$ cat src/rtl/mips_cpu_pkg.sv
// Shared types and constants for the multiply/divide unit.
// Holds the operation encoding, the FSM state type and the iteration count.
package mips_cpu_pkg;

  typedef enum logic [1:0] {
    OP_MULT  = 2'd0,
    OP_MULTU = 2'd1,
    OP_DIV   = 2'd2,
    OP_DIVU  = 2'd3
  } muldiv_op_t;

  typedef enum logic [1:0] {
    IDLE = 2'd0,
    RUN  = 2'd1,
    FIX  = 2'd2
  } muldiv_state_t;

  localparam int MULDIV_ITERS = 32;

endpackage

$ cat src/rtl/mips_cpu_div_step.sv
// One combinational restoring-division step: shift in the next dividend bit,
// trial-subtract the divisor. Ports: rem, divisor, dbit -> rem_next, qbit.
module mips_cpu_div_step (
  input  logic [31:0] rem,
  input  logic [31:0] divisor,
  input  logic        dbit,
  output logic [31:0] rem_next,
  output logic        qbit
);

  logic [32:0] shifted;
  logic [31:0] diff;

  assign shifted  = {rem, dbit};
  assign qbit     = (shifted >= {1'b0, divisor});
  // When the subtraction is taken the true difference fits in 32 bits.
  assign diff     = shifted[31:0] - divisor;
  assign rem_next = qbit ? diff : shifted[31:0];

endmodule

$ cat src/rtl/mips_cpu_muldiv.sv
// Iterative MULT/MULTU/DIV/DIVU unit owning HI/LO, plus MTHI/MTLO writes.
// Ports: clk, rst_n, start/op/data_1/data_2, mthi/mtlo/wdata -> busy, done, hi, lo.
// Optional macro MIPS_CPU_MULDIV_FAST_MULT_EN: single-cycle multiplies.
module mips_cpu_muldiv
  import mips_cpu_pkg::*;
(
  input  logic        clk,
  input  logic        rst_n,
  input  logic        start,
  input  logic [1:0]  op,
  input  logic [31:0] data_1,
  input  logic [31:0] data_2,
  input  logic        mthi,
  input  logic        mtlo,
  input  logic [31:0] wdata,
  output logic        busy,
  output logic        done,
  output logic [31:0] hi,
  output logic [31:0] lo
);

  muldiv_state_t state, state_n;
  muldiv_op_t    opc;

  logic [4:0]  cnt;
  logic [31:0] opa;
  logic [63:0] prod;
  logic [63:0] prod_next;
  logic        is_div;
  logic        neg_q;
  logic        neg_r;

  logic        sgn;
  logic        div_in;
  logic        dz;
  logic [31:0] x1;
  logic [31:0] x2;
  logic [32:0] mul_sum;
  logic [31:0] rem_next;
  logic        qbit;

  logic        launch;
  logic        fast;
  logic        fix;
  logic        fast_go;

  assign opc    = muldiv_op_t'(op);
  assign sgn    = (opc == OP_MULT) || (opc == OP_DIV);
  assign div_in = (opc == OP_DIV) || (opc == OP_DIVU);
  assign dz     = div_in && (data_2 == 32'd0);

  // Zero divisor keeps raw operands and no sign flags: the restoring
  // loop then yields quotient all-ones and remainder equal to data_1.
  assign x1 = (sgn && data_1[31] && !dz) ? -data_1 : data_1;
  assign x2 = (sgn && data_2[31] && !dz) ? -data_2 : data_2;

`ifdef MIPS_CPU_MULDIV_FAST_MULT_EN
  logic [63:0] ext1;
  logic [63:0] ext2;
  logic [63:0] fast_prod;
  assign ext1      = {{32{sgn & data_1[31]}}, data_1};
  assign ext2      = {{32{sgn & data_2[31]}}, data_2};
  assign fast_prod = ext1 * ext2;
  assign fast_go   = start && !div_in;
`else
  assign fast_go   = 1'b0;
`endif

  assign mul_sum = {1'b0, prod[63:32]}
                 + (prod[0] ? {1'b0, opa} : 33'd0);

  mips_cpu_div_step u_step (
    .rem      (prod[63:32]),
    .divisor  (opa),
    .dbit     (prod[31]),
    .rem_next (rem_next),
    .qbit     (qbit)
  );

  // Multiply shifts the product right; divide shifts quotient bits in
  // from the bottom while the remainder occupies the upper half.
  assign prod_next = is_div ? {rem_next, prod[30:0], qbit}
                            : {mul_sum, prod[31:1]};

  assign busy = (state != IDLE);

  always_ff @(posedge clk) begin
    if (!rst_n) state <= IDLE;
    else        state <= state_n;
  end

  always_comb begin
    state_n = state;
    launch  = 1'b0;
    fast    = 1'b0;
    fix     = 1'b0;
    unique case (state)
      IDLE: begin
        if (start) begin
          if (fast_go) begin
            fast = 1'b1;
          end else begin
            launch  = 1'b1;
            state_n = RUN;
          end
        end
      end
      RUN: begin
        if (cnt == 5'(MULDIV_ITERS - 1)) state_n = FIX;
      end
      FIX: begin
        fix     = 1'b1;
        state_n = IDLE;
      end
      default: state_n = IDLE;
    endcase
  end

  always_ff @(posedge clk) begin
    if (!rst_n) begin
      hi     <= '0;
      lo     <= '0;
      done   <= 1'b0;
      cnt    <= '0;
      opa    <= '0;
      prod   <= '0;
      is_div <= 1'b0;
      neg_q  <= 1'b0;
      neg_r  <= 1'b0;
    end else begin
      done <= 1'b0;
      if (launch) begin
        prod   <= {32'd0, div_in ? x1 : x2};
        opa    <= div_in ? x2 : x1;
        is_div <= div_in;
        neg_q  <= sgn && (data_1[31] ^ data_2[31]) && !dz;
        neg_r  <= sgn && div_in && data_1[31] && !dz;
        cnt    <= '0;
      end else if (fast) begin
`ifdef MIPS_CPU_MULDIV_FAST_MULT_EN
        {hi, lo} <= fast_prod;
`endif
        done <= 1'b1;
      end else if (state == IDLE) begin
        if (mthi) hi <= wdata;
        if (mtlo) lo <= wdata;
      end
      if (state == RUN) begin
        prod <= prod_next;
        cnt  <= cnt + 5'd1;
      end
      if (fix) begin
        if (is_div) begin
          lo <= neg_q ? -prod[31:0]  : prod[31:0];
          hi <= neg_r ? -prod[63:32] : prod[63:32];
        end else begin
          {hi, lo} <= neg_q ? -prod : prod;
        end
        done <= 1'b1;
      end
    end
  end

endmodule

$ cat config.mk
export PLATFORM = sky130hd
export DESIGN_NAME = mips_cpu_muldiv
export DESIGN_NICKNAME = d
export VERILOG_FILES = /design/src/rtl/mips_cpu_pkg.sv /design/src/rtl/mips_cpu_div_step.sv /design/src/rtl/mips_cpu_muldiv.sv
export SDC_FILE = /design/constraint.sdc
export NUM_CORES = 1
export LEC_CHECK = 0
export BUFFER_PORTS_ARGS = -buffer_cell sky130_fd_sc_hd__buf_4
export CORE_MARGIN = 3
export CORE_UTILIZATION = 45
export CTS_CLUSTER_DIAMETER = 120
export DETAILED_ROUTE_END_ITERATION = 16
export GPL_TIMING_DRIVEN = 0
export PLACE_DENSITY = 0.76
export RECOVER_POWER = 100
export SYNTH_ARGS = -nofsm -noshare
export SYNTH_HDL_FRONTEND = slang
export SYNTH_SLANG_ARGS = --single-unit
$ cat constraint.sdc
create_clock -name clk -period 3.07 [get_ports clk]
set_input_delay 0.614 -clock clk [delete_from_list [all_inputs] [get_ports clk]]
set_output_delay 0.614 -clock clk [all_outputs]
set_load 0.02 [all_outputs]
==> metrics.md <==
| Metric | Value |
|---|---|
| F_max | 318 MHz |
| Final setup fails | 9 |
| Total power | 7510 uW |
| Endpoint class of the critical path | flop |
| Wirelength per Cell | 24.5 um |
| Min Tclk post-route | 3140 ps |
| Via density | 6.63 |
| Cells along the critical path | and2_4 -> ha_4 -> inv_2 -> fa_2 -> nor2b_4 -> o31a_1 -> o211ai_1 -> o2111ai_2 -> o211ai_1 -> o31a_1 -> o21ai_2 -> or3_1 -> a32o_1 |
| Top Family by Delay on Critical Path | compound AO/OA/AOI/OAI gates |
| Cell area after synthesis | 14400 sq um |
| Area of the multi-input gates | 11100 sq um |
| CTS Buf Count | 17 |
| Pleak | 0.00674 uW |
| Final setup TNS | -233 ps |
| Die height | 185 um |
| Crit Path Category | reg2reg |
| DRT Pass-1 Iters | 6 |
| # fillers | 2900 |
| Ports | 169 |
| Syn nets | 2139 |
| Yosys cell types | 77 |
| Placer Congestion | 1.05 |
| Clk buf depth | 2 |
| Initial Util | 0.463 |
| Width of the chip | 185 um |
| Row count | 64 |
| EDFF count, synth | 0 |
| Tcrit/Tclk final | 1.02 |
| Vias in the first global route | 16000 |
| CP Buf/Inv Count | 1 |
| Post-Syn Instances | 1964 |
| Fraction of layout cells with a size suffix above 1 | 0.188 |
| Mean Syn Cell Area | 7.33 sq um |
| CP Launch Type | flop |
| Worst rel slew slack | 0.332 |
| Detailed Place HPWL | 48.5 mm |
| DRC | 0 |
| Post-synth ARST share | 0 |
| Final hold violations | 0 |
| Post-route worst setup slack | -71.1 ps |
| CTS root buf | clkbuf_16 |
| Final ANT Viol Nets | 0 |
| Port buffer count | 167 |
| Post-layout util | 0.579 |
| CP Data Required Time | 3430 ps |
| Initial antenna violation count | 0 |
| Slowest stage cell on the critical path | dfxtp_4 |
| H-Tree Depth | 4 |
| Worst-Skew Late Latency | 460 ps |
| Hold Path Class | reg2reg |
| Register area | 3500 sq um |
| Largest net degree at the start of global routing | 20 |
| Die ar. | 34200 sq um |
| Max Cap Viol | 0 |
| Area grow syn2layout | 24.9% |
| Post-synth top flop | dfxtp_1 |
| Status | complete, but fails checks |
| Skew final | 20.7 ps |
| Yosys warning count | 0 |
| RSZ-0062 raised after global routing | true |
| Seq cells post-synth | 171 |
| TritonCTS clock tree | yes |
| Final nets | 2369 |
| Post-Route WL | 63.8 mm |
| Sequential fraction of the synthesis area | 0.238 |
| GRT Util Overall | 0.353 |
| Global route overflow | 0 |
| CTS sink count | 171 |
| Worst path max stage delay | 380 ps |
| Crit Path Max Fanout | 4 |
| VDD IR-drop max | 0.000401 V |
| Antenna cells | 0 |
| Clock transition at path regs | 90 ps |
| Worst Path Arrival | 3500 ps |
| Core area | 31100 sq um |
| Power per Cell Area | 417 nW/um^2 |
| Initial DRC Count | 2165 |
| First-pass GRT wire length | 93.4 mm |
| Violated checks | negative setup slack |
| Final number of max-transition violations | 0 |
| Slew @ Worst Pin | 998 ps |
| Vias | 17300 |
==> routing by layer <==
| layer | vias up | GRT usage | share of wire |
|---|---|---|---|
| met5 | - | 0 | 0 |
| met4 | 0 | 0.197 | 0.065 |
| met3 | 232 | 0.0817 | 0.12 |
| met2 | 1193 | 0.541 | 0.43 |
| met1 | 8092 | 0.459 | 0.39 |
| li1 | 7750 | - | - |
==> placed cells by master, fill, tap and decap left out, drive strengths merged, types with 20 or more instances in the layout <==
| master | count |
|---|---|
| xor2 | 78 |
| ha | 70 |
| mux2i | 43 |
| nor3 | 41 |
| nand4 | 22 |
| buf | 167 |
| a21o | 20 |
| o31ai | 42 |
| inv | 66 |
| o41ai | 21 |
| or3 | 23 |
| o21ai | 168 |
| clkbuf | 196 |
| nor2 | 201 |
| dfxtp | 171 |
| a21oi | 216 |
| nand3 | 53 |
| xnor2 | 78 |
| a211oi | 47 |
| nand2 | 153 |
==> cells by family after synthesis <==
group / synth area share
buffers and inverters: 0.0518
AO/OA/AOI/OAI: 0.313
AND/OR/NAND/NOR: 0.202
multiplexers: 0.0377
XOR/XNOR: 0.0949
adder cells (fa/ha/maj): 0.0636
flip-flops: 0.238
==> per-stage QoR <==
step           std cells  hold slack [ps]  setup slack (ps)  instance area [sq um]
5_1_grt             2603              488              -137                  18000
2_1_floorplan       1964              415              3.27                  14400
4_1_cts             2574              467             -42.1                  17500
3_3_place_gp        2527              434             -1110                  16200
3_5_place_dp        2527              449             -1170                  16200
6_report            2603              469             -71.1                  18000
==> final timing paths <==
kind	start	to	slack, ps	depth (start not counted)
max	prod[0]	prod[61]	-70	13
min	hi[25]	hi[25]	470	2
max reg2reg	prod[0]	prod[61]	-70	13
min reg2reg	hi[25]	hi[25]	470	2
==> power by group <==
group          total, uW  internal (uW)  switching [uW]  leakage [uW]
Combinational       2720           1050            1670       0.00503
Clock               2260           1100            1160      0.000291
Sequential          2530           2350             172       0.00142
Total               7510           4510            2990       0.00674
==> timing repair <==
item,CTS,global route
buffers inserted,24,32
setup endpoints to repair,121,109
hold buffers,0,0
pin swaps,27,48
cloned,1,1
resized for setup,141,166
==> synth_stat cells (20+ instances only) <==
cell type	n	share of area
a21oi_1	216	0.075
nor2_1	201	0.052
dfxtp_1	171	0.24
o21ai_0	167	0.058
nand2_1	153	0.040
clkbuf_1	121	0.032
xnor2_1	78	0.047
xor2_1	78	0.047
ha_1	70	0.061
inv_1	57	0.015
nand3_1	53	0.018
a211oi_1	47	0.025
mux2i_1	43	0.030
o31ai_1	42	0.022
nor3_1	41	0.014
nand4_1	22	0.0096
o41ai_1	21	0.013
or3_1	21	0.0091
a21o_1	20	0.010
==> flip-flops by register name, summed over array words and instances (netlist names) <==
name,flops
neg_r,1
prod,64
hi,32
is_div,1
opa,32
done,1
state,2
cnt,5
lo,32
neg_q,1
==> worst reg2reg max path, delay by kind of cell, from the launching register on <==
kind / cells / cell delay [ps]
buf+inv: 1 / 50
fa+ha+maj: 2 / 380
flops: 1 / 380
compound gates: 7 / 1720
simple gates: 3 / 500
==> layout make-up <==
class,count,share of cell area
repair buffers,225,0.0821
flip-flops and latches,171,0.194
well taps,396,0.0276
inverters,59,0.0130
multi-input cells,1599,0.619
clock buffers,17,0.0237
clock inverters,15,0.00953
plain buffers,121,0.0307
No activity file was read; power rests on OpenSTA's default activity.
